## src/rtl/param_computer_if.sv

```systemverilog
// Program-load, run control and debug/status bundle of param_computer.
// The master side is the lab harness and the slave side is the CPU.
interface param_computer_if #(
  parameter int unsigned DW  = 8,
  parameter int unsigned RA  = 2,
  parameter int unsigned IMW = 5,
  parameter int unsigned IW  = 4 + 3 * RA + DW
);
  logic           RUN;
  logic           PROG_WE;
  logic [IMW-1:0] PROG_ADDR;
  logic [IW-1:0]  PROG_DATA;
  logic [RA-1:0]  DBG_SEL;
  logic [DW-1:0]  DBG_REG;
  logic [IMW-1:0] PC;
  logic [IW-1:0]  IR;
  logic [2:0]     STATE;
  logic           HALTED;
  logic [DW-1:0]  DATA_OUT;
  logic           MEM_WE;

  modport master (
    output RUN, PROG_WE, PROG_ADDR, PROG_DATA, DBG_SEL,
    input  DBG_REG, PC, IR, STATE, HALTED, DATA_OUT, MEM_WE
  );

  modport slave (
    input  RUN, PROG_WE, PROG_ADDR, PROG_DATA, DBG_SEL,
    output DBG_REG, PC, IR, STATE, HALTED, DATA_OUT, MEM_WE
  );
endinterface

```

## src/rtl/param_computer.sv

```systemverilog
// Multicycle register computer: fetch/execute FSM, loadable program memory, data memory.
// Define PARAM_COMPUTER_STEP_EN to add the STEP port (one instruction per STEP pulse).
module param_computer #(
  parameter int unsigned DW  = 8,
  parameter int unsigned RA  = 2,
  parameter int unsigned IMW = 5,
  parameter int unsigned DMW = 4
) (
  input  logic CLK,
  input  logic RST,
`ifdef PARAM_COMPUTER_STEP_EN
  input  logic STEP,
`endif
  param_computer_if.slave bus
);
  localparam int unsigned NREG = 2 ** RA;
  localparam int unsigned IW   = 4 + 3 * RA + DW;

  typedef enum logic [2:0] {
    S_IDLE  = 3'd0,
    S_FETCH = 3'd1,
    S_EXEC  = 3'd2,
    S_MEM   = 3'd3,
    S_HALT  = 3'd4
  } state_t;

  typedef enum logic [3:0] {
    OP_NOP = 4'h0, OP_MOV = 4'h1, OP_ADD = 4'h2, OP_SUB = 4'h3,
    OP_AND = 4'h4, OP_OR  = 4'h5, OP_XOR = 4'h6, OP_NOT = 4'h7,
    OP_LDI = 4'h8, OP_ADI = 4'h9, OP_LD  = 4'hA, OP_ST  = 4'hB,
    OP_BRZ = 4'hC, OP_BRN = 4'hD, OP_JMP = 4'hE, OP_HLT = 4'hF
  } op_t;

  state_t         state, state_next;
  logic [IMW-1:0] pc;
  logic [IW-1:0]  ir;
  logic [DW-1:0]  data_out;
  logic [DW-1:0]  regs [NREG];
  logic [IW-1:0]  pmem [2**IMW];
  logic [DW-1:0]  dmem [2**DMW];

  op_t            op;
  logic [RA-1:0]  da, aa, ba;
  logic [DW-1:0]  imm, ra_val, rb_val, alu, mem_rd;
  logic [DMW-1:0] maddr;
  logic [IMW-1:0] br_target;
  logic           step_ok, reg_we, mem_we, br_take;

`ifdef PARAM_COMPUTER_STEP_EN
  assign step_ok = STEP;
`else
  assign step_ok = 1'b1;
`endif

  assign op     = op_t'(ir[IW-1 -: 4]);
  assign da     = ir[DW+3*RA-1 -: RA];
  assign aa     = ir[DW+2*RA-1 -: RA];
  assign ba     = ir[DW+RA-1 -: RA];
  assign imm    = ir[DW-1:0];
  assign ra_val = regs[aa];
  assign rb_val = regs[ba];
  assign maddr  = ra_val[DMW-1:0];
  assign mem_rd = dmem[maddr];

  // Branch offset is sign-extended (or truncated) to PC width; PC already points past the branch.
  assign br_target = pc + IMW'($signed(imm));
  assign br_take   = ((op == OP_BRZ) && (ra_val == '0)) ||
                     ((op == OP_BRN) && ra_val[DW-1]);

  // A store coinciding with reset must not reach memory.
  assign mem_we = (state == S_EXEC) && (op == OP_ST) && !RST;

  always_comb begin
    alu    = '0;
    reg_we = 1'b0;
    case (op)
      OP_MOV: begin alu = ra_val;          reg_we = 1'b1; end
      OP_ADD: begin alu = ra_val + rb_val; reg_we = 1'b1; end
      OP_SUB: begin alu = ra_val - rb_val; reg_we = 1'b1; end
      OP_AND: begin alu = ra_val & rb_val; reg_we = 1'b1; end
      OP_OR:  begin alu = ra_val | rb_val; reg_we = 1'b1; end
      OP_XOR: begin alu = ra_val ^ rb_val; reg_we = 1'b1; end
      OP_NOT: begin alu = ~ra_val;         reg_we = 1'b1; end
      OP_LDI: begin alu = imm;             reg_we = 1'b1; end
      OP_ADI: begin alu = ra_val + imm;    reg_we = 1'b1; end
      default: ;
    endcase
  end

  always_comb begin
    state_next = state;
    case (state)
      S_IDLE:  if (bus.RUN) state_next = S_FETCH;
      S_FETCH: if (step_ok) state_next = S_EXEC;
      S_EXEC: begin
        if (op == OP_LD)       state_next = S_MEM;
        else if (op == OP_HLT) state_next = S_HALT;
        else                   state_next = S_FETCH;
      end
      S_MEM:   state_next = S_FETCH;
      S_HALT:  state_next = S_HALT;
      default: state_next = S_IDLE;
    endcase
  end

  always_ff @(posedge CLK) begin
    if (RST) state <= S_IDLE;
    else     state <= state_next;
  end

  always_ff @(posedge CLK) begin
    if (RST) begin
      pc       <= '0;
      ir       <= '0;
      data_out <= '0;
      for (int unsigned i = 0; i < NREG; i++) regs[RA'(i)] <= '0;
    end else begin
      case (state)
        S_FETCH: if (step_ok) begin
          ir <= pmem[pc];
          pc <= pc + IMW'(1);
        end
        S_EXEC: begin
          if (reg_we) regs[da] <= alu;
          if (br_take)            pc <= br_target;
          else if (op == OP_JMP)  pc <= IMW'(imm);
        end
        S_MEM: begin
          regs[da] <= mem_rd;
          data_out <= mem_rd;
        end
        default: ;
      endcase
    end
  end

  // Memories are deliberately left out of reset so a loaded program survives it.
  always_ff @(posedge CLK) begin
    if (mem_we) dmem[maddr] <= rb_val;
    if (bus.PROG_WE && ((state == S_IDLE) || (state == S_HALT)))
      pmem[bus.PROG_ADDR] <= bus.PROG_DATA;
  end

  assign bus.DBG_REG  = regs[bus.DBG_SEL];
  assign bus.PC       = pc;
  assign bus.IR       = ir;
  assign bus.STATE    = state;
  assign bus.HALTED   = (state == S_HALT);
  assign bus.DATA_OUT = data_out;
  assign bus.MEM_WE   = mem_we;
endmodule

```

## src/flat_wrapper.sv

```systemverilog
// flat-port wrapper written by rule: the top's interface ports become plain ports
module param_computer_flat 
#(
  parameter int unsigned DW  = 8,
  parameter int unsigned RA  = 2,
  parameter int unsigned IMW = 5,
  parameter int unsigned DMW = 4
)
  (CLK, RST, bus_RUN, bus_PROG_WE, bus_PROG_ADDR, bus_PROG_DATA, bus_DBG_SEL, bus_DBG_REG, bus_PC, bus_IR, bus_STATE, bus_HALTED, bus_DATA_OUT, bus_MEM_WE);
  param_computer_if #(.DW(DW), .RA(RA), .IMW(IMW)) bus_i ();
  input  logic CLK;
  input  logic RST;
  input wire logic [$bits(bus_i.RUN)-1:0] bus_RUN;
  input wire logic [$bits(bus_i.PROG_WE)-1:0] bus_PROG_WE;
  input wire logic [$bits(bus_i.PROG_ADDR)-1:0] bus_PROG_ADDR;
  input wire logic [$bits(bus_i.PROG_DATA)-1:0] bus_PROG_DATA;
  input wire logic [$bits(bus_i.DBG_SEL)-1:0] bus_DBG_SEL;
  output wire logic [$bits(bus_i.DBG_REG)-1:0] bus_DBG_REG;
  output wire logic [$bits(bus_i.PC)-1:0] bus_PC;
  output wire logic [$bits(bus_i.IR)-1:0] bus_IR;
  output wire logic [$bits(bus_i.STATE)-1:0] bus_STATE;
  output wire logic [$bits(bus_i.HALTED)-1:0] bus_HALTED;
  output wire logic [$bits(bus_i.DATA_OUT)-1:0] bus_DATA_OUT;
  output wire logic [$bits(bus_i.MEM_WE)-1:0] bus_MEM_WE;
  assign bus_i.RUN = bus_RUN;
  assign bus_i.PROG_WE = bus_PROG_WE;
  assign bus_i.PROG_ADDR = bus_PROG_ADDR;
  assign bus_i.PROG_DATA = bus_PROG_DATA;
  assign bus_i.DBG_SEL = bus_DBG_SEL;
  assign bus_DBG_REG = bus_i.DBG_REG;
  assign bus_PC = bus_i.PC;
  assign bus_IR = bus_i.IR;
  assign bus_STATE = bus_i.STATE;
  assign bus_HALTED = bus_i.HALTED;
  assign bus_DATA_OUT = bus_i.DATA_OUT;
  assign bus_MEM_WE = bus_i.MEM_WE;
  param_computer #(.DW(DW), .RA(RA), .IMW(IMW), .DMW(DMW)) u_core (.CLK(CLK), .RST(RST), .bus(bus_i));
endmodule
```

## config.mk

```make
export PLATFORM = sky130hd
export DESIGN_NAME = param_computer_flat
export DESIGN_NICKNAME = d
export VERILOG_FILES = /design/src/rtl/param_computer_if.sv /design/src/rtl/param_computer.sv /design/src/flat_wrapper.sv
export SDC_FILE = /design/constraint.sdc
export NUM_CORES = 1
export LEC_CHECK = 0
export CAP_MARGIN = 20
export CORE_ASPECT_RATIO = 0.8
export CORE_MARGIN = 2
export CORE_UTILIZATION = 40
export CTS_BUF_LIST = sky130_fd_sc_hd__clkbuf_16
export DETAILED_ROUTE_END_ITERATION = 12
export DONT_BUFFER_PORTS = 1
export PLACE_DENSITY_LB_ADDON = 0.25
export SETUP_SLACK_MARGIN = 0.2
export SYNTH_ARGS = -nofsm -noshare
export SYNTH_HDL_FRONTEND = slang
export SYNTH_SLANG_ARGS = --single-unit
```

## constraint.sdc

```tcl
create_clock -name CLK -period 4.1 [get_ports CLK]
set_input_delay 0.82 -clock CLK [delete_from_list [all_inputs] [get_ports CLK]]
set_output_delay 0.82 -clock CLK [all_outputs]
set_load 0.02 [all_outputs]
```

# Yosys cells after proc, flatten, opt, wreduce, memory -nomap -nowiden
# Memories as Yosys holds them, arrays and structs flattened. A register that Yosys moved wholly into a read port is not among the register bits.
# Cells that the tools add are included.
dict set report totals {
  inputBits 29
  ram_bits 736
  output_inout_bits 44
  register_bits 16
  n_memories 3
}
# name depth width rd rd_ports_with_merged_regs write_ports line
set mem_list {}
lappend mem_list {u_core.pmem 32 18 1 1 1 param_computer.sv:39} ;# logic [IW-1:0] pmem [2**IMW];
lappend mem_list {u_core.dmem 16 8 1 0 1 param_computer.sv:40} ;# logic [DW-1:0] dmem [2**DMW];
lappend mem_list {u_core.regs 4 8 3 0 4 param_computer.sv:38} ;# logic [DW-1:0] regs [NREG];
dict set report classes {
  bitwise_logic 5
  n_addsub 5
  n_reduce_logical 14
  mux 26
  n_eq_ne 21
}
# op n
set ops {}
lappend ops {{$pmux 8 s9} 1}
lappend ops {{$eq 4x4->1 const B} 8}
lappend ops {{$add 8x8->8} 2}
lappend ops {{$eq 4x3->1 const B} 4}
lappend ops {{$mux 8} 2}
lappend ops {{$mux 1} 15}
lappend ops {{$pmux 3 s5} 1}
lappend ops {{$mux 5} 2}
lappend ops {{$pmux 5 s2} 1}
lappend ops {{$mux 3} 3}
lappend ops {{$reduce_or 9->1} 1}
lappend ops {{$and 8x8->8} 1}
lappend ops {{$eq 4x2->1 const B} 2}
lappend ops {{$logic_not 8->1} 1}
lappend ops {{$not 8->8} 1}
lappend ops {{$or 8x8->8} 1}
lappend ops {{$reduce_or 8->1} 1}
lappend ops {{$sub 8x8->8} 1}
lappend ops {{$xor 8x8->8} 1}
lappend ops {{$eq 3x2->1 const B} 2}
lappend ops {{$add 5x1->5 const B} 1}
lappend ops {{$add 5x5->5} 1}
lappend ops {{$logic_and 1x1->1} 5}
lappend ops {{$eq 4x1->1 const B} 1}
lappend ops {{11 further kinds} 12}

# Longest topological paths before layout
# Gate-level depths: netlist of the first run.
dict set report depth {
  word_depth 10
  mapped_depth 15
  mapped_depth_nobuf 14
}

# Least setup slack after synthesis of the first run
# No wires, ideal clock.
dict set report synth_timing {
  path_type {reg-to-reg}
  from {register u_core.ir[8] (netlist: u_core.bus.IR[8]) (read register of u_core.pmem)}
  to {memory u_core.regs[1][6] (data pin)}
  t_required_ps 3949
  setup_slack_ps 486
  stages_incl_launch_ff 15
  period_less_slack_ps 3614
  n_path_buf 1
  arrival_time_ps 3463
  path_cell_list {dfxtp_1 > buf_6 > mux4_2 > inv_1 > ha_1 > xor2_1 > o21ai_0 > ha_1 > nor2b_1 > o21ai_0 > a21boi_0 > o21a_1 > or3_1 > a31o_2 > a21oi_1}
}
# item line
set synth_lines {}
lappend synth_lines {{start: declaration} param_computer.sv:36} ;# logic [IW-1:0] ir;
lappend synth_lines {{end: declaration} param_computer.sv:38}

==> metrics.txt, run 1 <==
# TYPE chip_impl_metric gauge
chip_impl_metric{name="fin_skew",unit="ns"} 0.0297
chip_impl_metric{name="num_ports",unit=""} 73
chip_impl_metric{name="slew_viol_final",unit=""} 0
chip_impl_metric{name="fmax",unit="MHz"} 265
chip_impl_metric{name="syn_inst",unit=""} 1547
chip_impl_metric{name="ys_types",unit=""} 56
chip_impl_info{name="slowest_library_cell_on_the_worst_path",value="sky130_fd_sc_hd__mux4_2"} 1
chip_impl_metric{name="max-clock-path-buffers",unit=""} 3
chip_impl_info{name="status",value="complete, no violations"} 1
chip_impl_info{name="worst_hold_path.endpoint",value="u_core.bus.IR[10]$_SDFFE_PP0P_"} 1
chip_impl_info{name="ctsRootBufferMaster",value="sky130_fd_sc_hd__clkbuf_16"} 1
chip_impl_info{name="synth.top_cells.by_area",value="sky130_fd_sc_hd__edfxtp_1, sky130_fd_sc_hd__mux4_2, sky130_fd_sc_hd__dfxtp_1, sky130_fd_sc_hd__mux2i_1, sky130_fd_sc_hd__nor2_1"} 1
chip_impl_metric{name="finalNonFillerCells",unit=""} 2729
chip_impl_metric{name="antenna_violating_nets_post_route",unit=""} 0
chip_impl_metric{name="wl",unit="um"} 75000
chip_impl_metric{name="initial_utilization",unit="%"} 40.5
chip_impl_metric{name="setup_ws",unit="ns"} 0.332
chip_impl_metric{name="layout-area-overhead-vs-synth",unit="%"} 13.6
chip_impl_metric{name="floorplan.die_area",unit="um^2"} 80500
chip_impl_info{name="worstReg2RegEnd",value="u_core.regs[1][6]$_SDFFCE_PN0P_"} 1
chip_impl_metric{name="grt_first_pass_wirelength",unit="um"} 109000
chip_impl_metric{name="clk-insertion-delay-late",unit="ns"} 0.63
chip_impl_metric{name="required",unit="ns"} 4.56
chip_impl_info{name="worst_hold_path_type",value="primary input to flip-flop"} 1
chip_impl_metric{name="vias_per_cell",unit=""} 5.72
chip_impl_metric{name="rows",unit=""} 91
chip_impl_metric{name="cts_htree_levels",unit=""} 3
chip_impl_metric{name="critPathArrivalTime",unit="ns"} 4.23
chip_impl_metric{name="clkSlewWorstSetupHoldPaths",unit="ns"} 0.06
chip_impl_info{name="ys_top_cells_by_count",value="sky130_fd_sc_hd__edfxtp_1, sky130_fd_sc_hd__mux4_2, sky130_fd_sc_hd__nor2_1, sky130_fd_sc_hd__clkbuf_1, sky130_fd_sc_hd__mux2i_1"} 1
chip_impl_metric{name="vias",unit=""} 15600
chip_impl_metric{name="ir_drop",unit="V"} 0.000380
chip_impl_info{name="worstSetupEndpointType",value="flip-flop"} 1
chip_impl_metric{name="die_y",unit="um"} 254
chip_impl_metric{name="n_antenna_cell",unit=""} 0
chip_impl_metric{name="gpl.final_weighted_congestion",unit=""} 0.877
chip_impl_metric{name="grt_antenna_before_repair",unit=""} 1
chip_impl_metric{name="dpl.cell_count",unit=""} 2586
chip_impl_metric{name="setup_violations",unit=""} 0
chip_impl_metric{name="fin_tns_setup",unit="ns"} 0
chip_impl_metric{name="worst_slew_margin_rel",unit="%"} 39.0
chip_impl_info{name="yosys.cell_count.top_type",value="sky130_fd_sc_hd__edfxtp_1"} 1
chip_impl_metric{name="total_leakage_power",unit="nW"} 11.2
chip_impl_info{name="crit_type",value="flip-flop to flip-flop"} 1
chip_impl_metric{name="postSynthNetCount",unit=""} 1607
chip_impl_metric{name="grt_pass1_vias",unit=""} 15495
chip_impl_info{name="cp_cell_sequence",value="mux4_2 -> inv_1 -> ha_1 -> xor2_1 -> o21ai_0 -> ha_1 -> nor2b_1 -> o21ai_0 -> a21boi_0 -> o21a_1 -> or3_1 -> a31o_2 -> a21oi_1"} 1
chip_impl_info{name="cell_type_contributing_the_most_total_cell_area_after_synthesis",value="sky130_fd_sc_hd__edfxtp_1"} 1
chip_impl_metric{name="worst_path_largest_cell_delay",unit="ns"} 0.61
chip_impl_metric{name="core_area",unit="um^2"} 77300
chip_impl_metric{name="reg2regPathDepth",unit=""} 13
chip_impl_metric{name="max_slew.worst_pin.slew",unit="ns"} 0.913
chip_impl_metric{name="yosysWarningCount",unit=""} 0
chip_impl_metric{name="first_iter_violations",unit=""} 1521
chip_impl_metric{name="fillcell_total",unit=""} 6380
chip_impl_metric{name="finalHoldViolations",unit=""} 0
chip_impl_metric{name="period_minus_slack",unit="ns"} 3.77
chip_impl_info{name="grt_setup_unrepaired",value="no"} 1
chip_impl_info{name="worst_hold_startpoint",value="RST"} 1
chip_impl_metric{name="worstPathMaxFanout",unit=""} 7
chip_impl_metric{name="drcViolationCount",unit=""} 0
chip_impl_metric{name="detail_route.first_pass.iterations",unit=""} 5
chip_impl_info{name="timing.rr.start",value="u_core.bus.IR[8]$_SDFFE_PP0P_"} 1
chip_impl_metric{name="holdPathStages",unit=""} 1
chip_impl_metric{name="synth_edf_count",unit=""} 736
chip_impl_metric{name="routed_wire_length_per_instance",unit="um"} 27.5
chip_impl_metric{name="synthesized_area",unit="um^2"} 31300
chip_impl_metric{name="die_w",unit="um"} 317
chip_impl_metric{name="port_buffers",unit=""} 0
chip_impl_metric{name="layout-drive-gt1-share",unit="%"} 28.5
chip_impl_metric{name="nNetsFinal",unit=""} 1703
chip_impl_info{name="cts_tree",value="yes"} 1
chip_impl_metric{name="cts.sinks",unit=""} 770
chip_impl_metric{name="final_period_utilization",unit="%"} 91.9
chip_impl_info{name="ys_dominant_reg_cell",value="sky130_fd_sc_hd__edfxtp_1"} 1
chip_impl_metric{name="ys_ff_latch",unit=""} 770
chip_impl_metric{name="synthArstFlopShare",unit="%"} 0
chip_impl_metric{name="placement.setup.worst_slack",unit="ns"} 0.296
chip_impl_metric{name="yosysSeqAreaShare",unit="%"} 72.8
chip_impl_metric{name="track_usage",unit="%"} 18.8
chip_impl_metric{name="grt_overflow_total",unit=""} 0
chip_impl_metric{name="power_density",unit="nW/um^2"} 472
chip_impl_metric{name="post_cts_buffers",unit=""} 0
chip_impl_metric{name="synth_largest_type_area_fraction",unit="%"} 70.6
chip_impl_metric{name="postCtsHoldBufs",unit=""} 0
chip_impl_metric{name="reg2reg_slack",unit="ns"} 0.33
chip_impl_metric{name="cap_viol_max_count",unit=""} 0
chip_impl_metric{name="synth_area_per_cell",unit="um^2"} 20.2
chip_impl_metric{name="detailed_placer_s_ending_hpwl",unit="um"} 46400
chip_impl_metric{name="numCtsBuffers",unit=""} 78
chip_impl_info{name="worst_setup_path_start_kind",value="flip-flop"} 1
chip_impl_metric{name="grt_start_max_net_pins",unit=""} 66
power by group:
group          switching [mW]  leakage [nW]  internal (mW)
logic                   0.705          2.96          0.568
clock network            2.93          1.27           3.78
registers              0.0929          6.96           8.71
sequential cells by signal, indices dropped and copies added (netlist names):
name and flops:
u_core.regs 32, u_core.bus.STATE 3, u_core.pmem 576, u_core.bus.DATA_OUT 8, u_core.bus.PC 5, u_core.dmem 128, u_core.bus.IR 18
per-layer routing:
layer,vias to the layer above,wire (um),track usage (%)
met5,-,8,0
met4,2,1800,5.13
met3,110,4660,3.96
met2,510,35600,29.5
met1,8346,33000,26.7
li1,6632,-,-
kinds of logic (layout without fill, tap and decap cells):
family | Yosys count | after routing | share of synthesized area [%]
xor+xnor | 9 | 9 | 0.296
compound gates | 127 | 127 | 2.70
flops | 770 | 770 | 72.8
fa+ha+maj | 31 | 31 | 1.29
buf+inv | 114 | 273 | 1.42
mux | 282 | 282 | 18.4
simple gates | 214 | 214 | 3.07
layout make-up:
type / instances / area (um^2) / area share, %
Sequential cell: 770 / 22800 / 64.1
Clock inverter: 64 / 448 / 1.26
Clock buffer: 79 / 1980 / 5.56
Multi-Input combinational cell: 663 / 8160 / 22.9
Timing Repair Buffer: 96 / 783 / 2.20
Inverter: 34 / 128 / 0.359
Tap cell: 1023 / 1280 / 3.60
stage by stage:
| step | hold slack (ns) | power (mW) | util (%) | instance area [um^2] |
|---|---|---|---|---|
| floorplan | 0.521 | 9.84 | - | 31300 |
| global placement | 0.524 | 10.2 | 42.9 | 33100 |
| detailed placement | 0.518 | 10.2 | 42.9 | 33100 |
| CTS | 0.225 | 16.9 | 46.0 | 35600 |
| global route | 0.241 | 17.3 | 46.0 | 35600 |
| finish | 0.278 | 16.8 | 46.0 | 35600 |
placed cells by master, fill, tap and decap left out, types with 4 or more instances in the layout:
| cell type | instances |
|---|---|
| sky130_fd_sc_hd__edfxtp_1 | 736 |
| sky130_fd_sc_hd__mux4_2 | 236 |
| sky130_fd_sc_hd__buf_4 | 91 |
| sky130_fd_sc_hd__nor2_1 | 81 |
| sky130_fd_sc_hd__clkbuf_16 | 79 |
| sky130_fd_sc_hd__inv_1 | 56 |
| sky130_fd_sc_hd__mux2i_1 | 46 |
| sky130_fd_sc_hd__nand2_1 | 42 |
| sky130_fd_sc_hd__nor2_2 | 33 |
| sky130_fd_sc_hd__ha_1 | 29 |
| sky130_fd_sc_hd__dfxtp_1 | 27 |
| sky130_fd_sc_hd__a21oi_1 | 24 |
| sky130_fd_sc_hd__a211oi_1 | 19 |
| sky130_fd_sc_hd__o21ai_0 | 18 |
| sky130_fd_sc_hd__o22ai_1 | 17 |
| sky130_fd_sc_hd__clkinv_1 | 14 |
| sky130_fd_sc_hd__clkinv_2 | 13 |
| sky130_fd_sc_hd__nand3_1 | 11 |
| sky130_fd_sc_hd__a22oi_1 | 10 |
| sky130_fd_sc_hd__a21o_1 | 9 |
| sky130_fd_sc_hd__nor3_1 | 8 |
| sky130_fd_sc_hd__nor2b_1 | 8 |
| sky130_fd_sc_hd__or3_1 | 7 |
| sky130_fd_sc_hd__a31oi_1 | 6 |
| sky130_fd_sc_hd__xnor2_1 | 5 |
| sky130_fd_sc_hd__buf_12 | 5 |
| sky130_fd_sc_hd__a221oi_1 | 4 |
| sky130_fd_sc_hd__nand3b_1 | 4 |
| sky130_fd_sc_hd__bufinv_16 | 4 |
| sky130_fd_sc_hd__dfxtp_2 | 4 |
critical path: cells and delay by family (launching register included):
kind,cells,cell delay [ns]
fa+ha+maj,2,0.62
flops,1,0.45
compound gates,6,1.11
simple gates,2,0.52
mux,1,0.61
xor+xnor,1,0.16
buf+inv,1,0.12
timing repair:
action / CTS / global route
resized for setup: 0 / 3
endpoints found under the setup margin: 0 / 19
hold endpoints to repair: 0 / 0
how the worst max path moves through the flow:
stage	start	endpoint	cells after the start
floorplan	u_core.bus.IR[8]$_SDFFE_PP0P_	u_core.regs[1][6]$_SDFFCE_PN0P_	14
global placement	u_core.bus.IR[8]$_SDFFE_PP0P_	u_core.regs[2][7]$_SDFFCE_PN0P_	13
detailed placement	u_core.bus.IR[8]$_SDFFE_PP0P_	u_core.regs[2][6]$_SDFFCE_PN0P_	13
CTS	u_core.bus.IR[8]$_SDFFE_PP0P_	u_core.regs[2][6]$_SDFFCE_PN0P_	13
global route	u_core.bus.IR[8]$_SDFFE_PP0P_	u_core.regs[2][7]$_SDFFCE_PN0P_	14
finish	u_core.bus.IR[8]$_SDFFE_PP0P_	u_core.regs[1][6]$_SDFFCE_PN0P_	13
Power figures use the tool's default switching activity.
==> run 2: changes to the inputs <==
CORE_UTILIZATION = 60   (was 40)
SLEW_MARGIN = 40   (was unset)
==> metrics.txt, run 2 (synthesis results as in run 1) <==
# TYPE chip_impl_metric gauge
chip_impl_info{name="worst_setup_path_start_kind",value="flip-flop"} 1
chip_impl_info{name="commonest_cells_after_routing_fill_and_taps_aside",value="sky130_fd_sc_hd__edfxtp_1, sky130_fd_sc_hd__mux4_2, sky130_fd_sc_hd__buf_4"} 1
chip_impl_metric{name="fin_tns_setup",unit="ns"} 0
chip_impl_metric{name="core_area",unit="um^2"} 51300
chip_impl_metric{name="grt_pass1_vias",unit=""} 16115
chip_impl_info{name="ctsRootBufferMaster",value="sky130_fd_sc_hd__clkbuf_16"} 1
chip_impl_info{name="cts_tree",value="yes"} 1
chip_impl_metric{name="layout.area.seq",unit="um^2"} 22800
chip_impl_metric{name="drcViolationCount",unit=""} 0
chip_impl_metric{name="total_power",unit="mW"} 16.4
chip_impl_metric{name="finalHoldViolations",unit=""} 0
chip_impl_metric{name="layout-drive-gt1-share",unit="%"} 27.7
chip_impl_metric{name="cap_viol_max_count",unit=""} 0
chip_impl_metric{name="cts.sinks",unit=""} 770
chip_impl_metric{name="critPathArrivalTime",unit="ns"} 4.11
chip_impl_metric{name="reg2regPathDepth",unit=""} 13
chip_impl_metric{name="required",unit="ns"} 4.55
chip_impl_metric{name="detailed_placer_s_ending_hpwl",unit="um"} 44900
chip_impl_metric{name="floorplan.die_area",unit="um^2"} 54000
chip_impl_metric{name="total_leakage_power",unit="nW"} 11.1
chip_impl_metric{name="worstPathMaxFanout",unit=""} 6
chip_impl_metric{name="fin_skew",unit="ns"} 0.0191
chip_impl_metric{name="multi_input_comb_area",unit="um^2"} 8210
chip_impl_metric{name="antenna_violating_nets_post_route",unit=""} 0
chip_impl_info{name="layout_commonest_cell",value="sky130_fd_sc_hd__edfxtp_1"} 1
chip_impl_metric{name="routed_wire_length_per_instance",unit="um"} 30.9
chip_impl_info{name="regMostFlops",value="u_core.pmem"} 1
chip_impl_info{name="grt_setup_unrepaired",value="no"} 1
chip_impl_metric{name="largest_reg_flops",unit=""} 576
chip_impl_info{name="crit_type",value="flip-flop to flip-flop"} 1
chip_impl_metric{name="first_iter_violations",unit=""} 1856
chip_impl_metric{name="fillcell_total",unit=""} 3169
chip_impl_metric{name="detail_route.first_pass.iterations",unit=""} 5
chip_impl_metric{name="vias_per_cell",unit=""} 6.71
chip_impl_metric{name="gpl.final_weighted_congestion",unit=""} 0.902
chip_impl_metric{name="holdPathStages",unit=""} 1
chip_impl_metric{name="setup_violations",unit=""} 0
chip_impl_metric{name="vias",unit=""} 15905
chip_impl_metric{name="track_usage",unit="%"} 27.8
chip_impl_metric{name="power_density",unit="nW/um^2"} 469
chip_impl_metric{name="nNetsFinal",unit=""} 1692
chip_impl_metric{name="clkSlewWorstSetupHoldPaths",unit="ns"} 0.06
chip_impl_metric{name="fmax",unit="MHz"} 273
chip_impl_metric{name="die_y",unit="um"} 208
chip_impl_metric{name="port_buffers",unit=""} 0
chip_impl_metric{name="grt_start_max_net_pins",unit=""} 46
chip_impl_info{name="status",value="complete, no violations"} 1
chip_impl_metric{name="grt_antenna_before_repair",unit=""} 2
chip_impl_metric{name="grt_overflow_total",unit=""} 0
chip_impl_metric{name="worst_slew_margin_rel",unit="%"} 45.5
chip_impl_metric{name="layout-area-overhead-vs-synth",unit="%"} 11.8
chip_impl_metric{name="grt_first_pass_wirelength",unit="um"} 107000
chip_impl_metric{name="wl",unit="um"} 73200
chip_impl_metric{name="final_period_utilization",unit="%"} 89.4
chip_impl_metric{name="period_minus_slack",unit="ns"} 3.66
chip_impl_metric{name="slew_viol_final",unit=""} 0
chip_impl_metric{name="max_slew.worst_pin.slew",unit="ns"} 0.814
chip_impl_metric{name="numCtsBuffers",unit=""} 72
chip_impl_metric{name="rows",unit=""} 74
chip_impl_metric{name="postCtsHoldBufs",unit=""} 0
chip_impl_metric{name="n_antenna_cell",unit=""} 0
chip_impl_metric{name="die_w",unit="um"} 259
chip_impl_info{name="worst_hold_path_type",value="primary input to flip-flop"} 1
chip_impl_info{name="worstSetupEndpointType",value="flip-flop"} 1
chip_impl_metric{name="max-clock-path-buffers",unit=""} 3
chip_impl_metric{name="ir_drop",unit="V"} 0.000370
chip_impl_metric{name="cts_htree_levels",unit=""} 3
chip_impl_metric{name="clk-insertion-delay-late",unit="ns"} 0.62
chip_impl_metric{name="initial_utilization",unit="%"} 61.0
chip_impl_metric{name="num_ports",unit=""} 73
chip_impl_info{name="largest_registers_ranked_by_flip_flop_count",value="u_core.pmem x576, u_core.dmem x128, u_core.regs x32"} 1
run 2: changes by cell type in the layout (fill, tap and decap cells not counted), sizes merged:
cell	before	now
inv	61	53
buf	96	90
clkbuf	79	75
clkinv	30	29
mux4	236	237
run 2: critical path, stage by stage (launching register included):
cell,delay (ns)
sky130_fd_sc_hd__dfxtp_4,0.43
sky130_fd_sc_hd__mux4_2,0.60
sky130_fd_sc_hd__inv_1,0.12
sky130_fd_sc_hd__ha_1,0.22
sky130_fd_sc_hd__xor2_1,0.16
sky130_fd_sc_hd__o21ai_0,0.10
sky130_fd_sc_hd__ha_1,0.36
sky130_fd_sc_hd__nor2b_1,0.15
sky130_fd_sc_hd__o21ai_0,0.22
sky130_fd_sc_hd__a21boi_0,0.17
sky130_fd_sc_hd__o21a_1,0.22
sky130_fd_sc_hd__or3_1,0.35
sky130_fd_sc_hd__a31o_2,0.28
sky130_fd_sc_hd__a21oi_1,0.14
run 2: what timing repair did:
item	CTS	global route
setup buffers	0	2
setup endpoints to repair	0	12
resized for setup	0	4
run 2: layout make-up:
cell class              instances  share of cell area (%)
multi-input cells             664                    23.5
well taps                     684                    2.45
inverters                      34                   0.365
clock buffers                  75                    5.36
clock inverters                55                    1.02
repair buffers                 90                    2.18
flip-flops and latches        770                    65.2
run 2: per-layer routing:
layer  track usage, %  up-vias  share of wire [%]
met2             43.8      847                 49
met3             7.57      157                9.7
met1             38.8     8292                 39
met4             8.32        4                3.0
li1                 -     6605                  -
met5                0        -              0.042
run 2: power by group:
part	internal, mW	switching [mW]
Combinational	0.577	0.698
Sequential	8.71	0.0915
Clock	3.56	2.79
run 2: worst paths after layout:
kind | endpoint | slack, ns | startpoint
setup / recovery | u_core.regs[1][6]$_SDFFCE_PN0P_ | 0.44 | u_core.bus.IR[8]$_SDFFE_PP0P_
setup reg to reg | u_core.regs[1][6]$_SDFFCE_PN0P_ | 0.44 | u_core.bus.IR[8]$_SDFFE_PP0P_
hold / removal | u_core.bus.IR[13]$_SDFFE_PP0P_ | 0.28 | RST
hold reg to reg | u_core.bus.DATA_OUT[6]$_SDFFE_PP0N_ | 0.55 | u_core.bus.DATA_OUT[6]$_SDFFE_PP0N_
run 2: per-stage QoR:
stage	hold slack, ns	worst slack, ns	std cells	instance area (um^2)	utilization (%)
2_1_floorplan	0.521	0.486	1547	31300	-
3_3_place_gp	0.522	0.285	2239	32700	63.7
3_5_place_dp	0.535	0.234	2239	32700	63.7
4_1_cts	0.253	0.232	2369	34900	68.1
5_1_grt	0.256	0.211	2372	35000	68.2
6_report	0.281	0.436	2372	35000	68.2
==> patch 1: new RTL, flow settings as in run 2 <==
Remove the case item `OP_ADI` of the case on `op`.
--- a/src/rtl/param_computer.sv
+++ b/src/rtl/param_computer.sv
@@ -83,5 +83,4 @@
       OP_NOT: begin alu = ~ra_val;         reg_we = 1'b1; end
       OP_LDI: begin alu = imm;             reg_we = 1'b1; end
-      OP_ADI: begin alu = ra_val + imm;    reg_we = 1'b1; end
       default: ;
     endcase
Behaviour: not the same (Yosys sat finds a counterexample within 4 cycles, from zero or initial values and one cycle with RST high).
==> patch 1 against run 2 <==
- critical endpoint is now u_core.regs[1][5]
- setup slack gained 0.023 ns
- routed wire length fell by 0.42%
- global-route usage fell by 0.18 points
- final area up 1.0%
- power is 3.6% higher
- cell count rose by 0.97%
- area after synthesis rose by 0.48%
- fmax rose by 0.63%
- clock power up 7.4%
- count of clock-buffer cells in the layout increased by 2
- via count hardly changed
- sequential cell count unchanged
==> patch 1: results (changes against run 2) <==
| Metric | Value |
|---|---|
| Reg-to-Reg Start | u_core.bus.IR[8] |
| DR pass1 iterations | 6 (+1) |
| Average vias per placed instance | 6.64 (-1.0%) |
| Overall Global Routing Usage | 0.276 (-0.00184) |
| Share of cells above drive strength 1 | 0.298 (+0.0204) |
| Reg2Reg Setup Slack | 0.46 ns (+0.02 ns) |
| Synth top cells by count | edfxtp_1, mux4_2, nor2_1 |
| Antenna violations before repair | 1 (-1) |
| Cts bufs inserted | 74 (+2.8%) |
| Gpl congestion | 0.866 (-4.0%) |
| Hpwl dp | 44000 um (-2.0%) |
| CP Max Fanout | 5 (-1) |
| DRT Wirelength | 72900 um (-0.42%) |
| Leak | 11.1 nW (+0.70%) |
| Headroom to the max-slew limit | 0.450 (-0.00487) |
| Hold Path End | u_core.bus.IR[3] |
| Clock skew | 0.0236 ns (+0.00450 ns) |
| Syn Nets | 1617 (+0.62%) |
| Seq/Total Area, Yosys | 0.724 (-0.00347) |
| Global-route wire length before repair | 107000 um (-0.44%) |
| Synth area leaders | edfxtp_1, mux4_2, dfxtp_1, nor2_1, ha_1 |
| Outcome | finished clean |
| Number of DRC markers in iteration 0 | 2103 (+13%) |
| Reg2reg end | u_core.regs[1][5] |
| Number of global-route vias before repair | 16000 (-0.72%) |
| Largest net degree at the start of global routing | 63 (+37%) |
| Final nets | 1700 (+0.47%) |
| Worst VDD drop | 0.368 mV (-0.56%) |
| Worst-Skew Late Latency | 0.62 ns (about the same) |
| Synth cell types | 75 (+34%) |
[patch 1: worst max-delay path, stage by stage, from the launching register on]
cell and delay (ns):
dfxtp_2 0.41, mux4_2 0.62, inv_1 0.13, ha_1 0.23, mux2_2 0.29, inv_1 0.06
ha_1 0.21, nor2b_1 0.14, o2111ai_1 0.27, nand3b_1 0.13, xor2_1 0.15, a211oi_1 0.38
o311a_1 0.27, nor2_1 0.06
[patch 1: repair_timing]
item / CTS / global route
resized for setup: 0 / 3
endpoints found under the setup margin: 0 / 10
setup buffers: 0 / 2
hold buffers: 0 / 0
[patch 1: worst max path at each step]
stage / startpoint / to
5_1_grt: u_core.bus.IR[10] / u_core.regs[0][6]
3_5_place_dp: u_core.bus.IR[8] / u_core.regs[2][7]
4_1_cts: u_core.bus.IR[8] / u_core.regs[1][5]
2_1_floorplan: u_core.bus.IR[8] / u_core.regs[1][7]
3_3_place_gp: u_core.bus.IR[8] / u_core.regs[1][5]
6_report: u_core.bus.IR[8] / u_core.regs[1][5]
[patch 1: logic make-up (layout without fill, tap and decap cells)]
logic type	after synthesis	in the layout	synth area share
adders and majority gates	31	31	0.0128
other	0	2	0
DFF	770	770	0.724
AOI/OAI and AO/OA	127	127	0.0294
buffers and inverters	112	255	0.0150
xor gates and xnor gates	15	15	0.00461
and+or+nand+nor	231	231	0.0355
muxes	271	271	0.178
[patch 1: cell type report]
type,count,area [um^2]
antenna,2,5.00
clock buffer,77,1930
clock inverter,59,507
fill,3226,16700
inverter,31,116
multi-input combinational,675,8350
sequential,770,22800
tap,693,867
timing repair buffer,88,773
[patch 1: metal layers]
layer	track usage	wire length (um)	vias to the layer above
li1	-	-	6637
met1	0.401	28900	8323
met2	0.425	35000	819
met3	0.0725	7400	116
met4	0.0733	1650	2
met5	0	9	-
[patch 1: power by group]
group	total [mW]	internal (mW)	switching, mW
Sequential	8.80	8.71	0.0940
Clock	6.82	3.98	2.84
Combinational	1.39	0.628	0.765
[patch 1: stage by stage]
stage / instance area [um^2] / std cells / worst slack, ns / hold WS [ns]
6_report: 35300 / 2395 / 0.459 / 0.283
5_1_grt: 35300 / 2393 / 0.272 / 0.253
4_1_cts: 35300 / 2391 / 0.262 / 0.252
3_5_place_dp: 32900 / 2255 / 0.300 / 0.585
3_3_place_gp: 32800 / 2255 / 0.336 / 0.575
2_1_floorplan: 31500 / 1557 / 0.436 / 0.549
==> patch 2: new RTL, flow settings as in run 2 <==
Made on the original files. `IMW` is set to 5 in 3 places; all go to 3.
--- a/src/rtl/param_computer_if.sv
+++ b/src/rtl/param_computer_if.sv
@@ -4,5 +4,5 @@
   parameter int unsigned DW  = 8,
   parameter int unsigned RA  = 2,
-  parameter int unsigned IMW = 5,
+  parameter int unsigned IMW = 3,
   parameter int unsigned IW  = 4 + 3 * RA + DW
 );
--- a/src/rtl/param_computer.sv
+++ b/src/rtl/param_computer.sv
@@ -4,5 +4,5 @@
   parameter int unsigned DW  = 8,
   parameter int unsigned RA  = 2,
-  parameter int unsigned IMW = 5,
+  parameter int unsigned IMW = 3,
   parameter int unsigned DMW = 4
 ) (
--- a/src/flat_wrapper.sv
+++ b/src/flat_wrapper.sv
@@ -4,5 +4,5 @@
   parameter int unsigned DW  = 8,
   parameter int unsigned RA  = 2,
-  parameter int unsigned IMW = 5,
+  parameter int unsigned IMW = 3,
   parameter int unsigned DMW = 4
 )
Ports: changed (resized bus_PC and bus_PROG_ADDR); port bits go from 73 to 69. The function was not compared with the original's and may differ.
==> patch 2 against run 2 <==
- global-route usage fell by 0.48 points
- final area decreased by 53%
- largest cell class unchanged
- sequential cell count fell by 434
- area after synthesis down 53%
- critical endpoint is now u_core.regs[2][7]
- clock power decreased by 50%
- critical path depth did not move
- routed wire length fell by 54%
- core utilization shrank 0.29 points
- fmax shrank 2.1%
- via count shrank 48%
- power is 52% lower
- setup slack got worse by 0.080 ns
- synthesized cell count is 44% lower
==> patch 2: results (changes against run 2) <==
| Metric | Value |
|---|---|
| Leak | 5.46 nW (-51%) |
| Primary FF master, synth | edfxtp_1 |
| Top Registers | u_core.pmem (144), u_core.dmem (128), u_core.regs (32) |
| Initial Utilization | 0.605 (-0.00537) |
| Max Cap Viol | 0 (unchanged) |
| Outcome | finished clean |
| CP Class | flip-flop to flip-flop |
| Worst Hold Launch | RST |
| Synth cell types | 57 (+1.8%) |
| Largest net degree at the start of global routing | 39 (-15%) |
| Post-CTS setup buffer count | 0 (unchanged) |
| Number of global-route vias before repair | 8202 (-49%) |
| Reg2Reg Setup Slack | 0.36 ns (-0.08 ns) |
| H-tree level count | 2 (-1) |
| Reg2reg end | u_core.regs[2][7] |
| Hpwl dp | 22300 um (-50%) |
| Cell class contributing the biggest share of worst-path delay | compound AO/OA/AOI/OAI gates |
| Synth warn | 0 (unchanged) |
| Clock skew | 0.0122 ns (-0.00695 ns) |
| Number of DRC markers in iteration 0 | 850 (-54%) |
| Arr. time, crit path | 4.09 ns (-0.02 ns) |
| Root buf cell | clkbuf_16 |
| Worst path slowest cell | mux4_2 |
| Worst-Skew Late Latency | 0.51 ns (-0.11 ns) |
| PortBufs | 0 (unchanged) |
| Syn Nets | 920 (-43%) |
| CP startpoint | u_core.bus.IR[8] |
| Ant. Diodes | 0 (unchanged) |
| Gpl congestion | 0.900 (-0.29%) |
| Synth top cells by count | edfxtp_1, mux4_2, nor2_1 |
| Share of cells above drive strength 1 | 0.230 (-0.0476) |
| Hold Path End | u_core.bus.PC[0] |
| Worst Hold Class | primary input to flip-flop |
| Area after DPL | 0.0152 mm^2 (-54%) |
| Worst VDD drop | 0.399 mV (+7.9%) |
| Worst hold stages | 1 (unchanged) |
| Async set-or-reset flop fraction in the synthesized netlist | 0 (unchanged) |
| DR pass1 iterations | 6 (+1) |
| DRC | 0 (unchanged) |
| CTS Buffer Depth | 3 (unchanged) |
| Vias | 8251 (-48%) |
| Global-route wire length before repair | 50800 um (-53%) |
| Post-synth EDFFs | 304 (-59%) |
| Headroom to the max-slew limit | 0.435 (-0.0202) |
| Antenna violations before repair | 0 (-2) |
| CP Max Fanout | 4 (-2) |
| Cts bufs inserted | 34 (-53%) |
| Clock Pin Slew Worst Setup and Hold Paths | 0.07 ns |
| Synth area leaders | edfxtp_1, mux4_2, dfxtp_1, mux2i_1, ha_1 |
| Wire per inst | 26.9 um (-13%) |
| Overall Global Routing Usage | 0.273 (-0.00483) |
| Post-CTS sizing | 0 (unchanged) |
| Seq/Total Area, Yosys | 0.670 (-0.0582) |
| Final nets | 952 (-44%) |
| Worst hold margin | 0.381 ns (+0.100 ns) |
| Max incr delay on CP | 0.57 ns (-0.03 ns) |
==> patch 2: changes by cell type after synthesis, sizes merged, moves of 5 or more <==
cell           run 2  this run
nand2b             1         7
a21oi             24        19
mux4             236        92
nand2             42        25
edfxtp           736       304
buf               27        14
clkbuf            53        34
nor2             114        76
==> patch 2: layout make-up <==
type	count	area, um^2
Tap cell	318	398
Fill cell	1560	7740
Timing Repair Buffer	44	359
Inverter	33	124
Clock buffer	37	926
Sequential cell	336	9780
Clock inverter	25	240
Multi-Input combinational cell	448	4560
==> patch 2: kinds of logic (layout without fill, tap and decap cells) <==
kind of cell | count (synthesis) | count (layout) | share of synthesized area
AO/OA/AOI/OAI | 117 | 117 | 0.0538
XOR/XNOR | 11 | 11 | 0.00755
adder cells (fa/ha/maj) | 28 | 28 | 0.0250
buffers and inverters | 81 | 139 | 0.0217
flip-flops | 336 | 336 | 0.670
multiplexers | 136 | 136 | 0.172
AND/OR/NAND/NOR | 156 | 156 | 0.0501
==> patch 2: per-layer routing <==
metal | up-vias | track usage | wire length (um)
li1 | 3527 | - | -
met1 | 4276 | 0.421 | 14100
met3 | 53 | 0.0627 | 3270
met5 | - | 0 | 0
met2 | 395 | 0.398 | 15300
met4 | 0 | 0.0740 | 747
==> patch 2: report_power, final <==
group	internal (mW)	leakage, nW	total, mW	switching (mW)
Combinational	0.359	1.80	0.858	0.499
Sequential	3.82	3.06	3.91	0.0831
Clock	1.94	0.599	3.18	1.24
==> patch 2: per-stage QoR <==
stage                     std cells  setup slack, ns   util  total power, mW
after floorplan                 865            0.358      -             4.56
after global placement         1179            0.383  0.629             4.80
after detailed placement       1179            0.248  0.630             4.82
after CTS                      1241            0.228  0.678             7.96
after global routing           1241            0.204  0.679             8.18
final                          1241            0.356  0.679             7.95
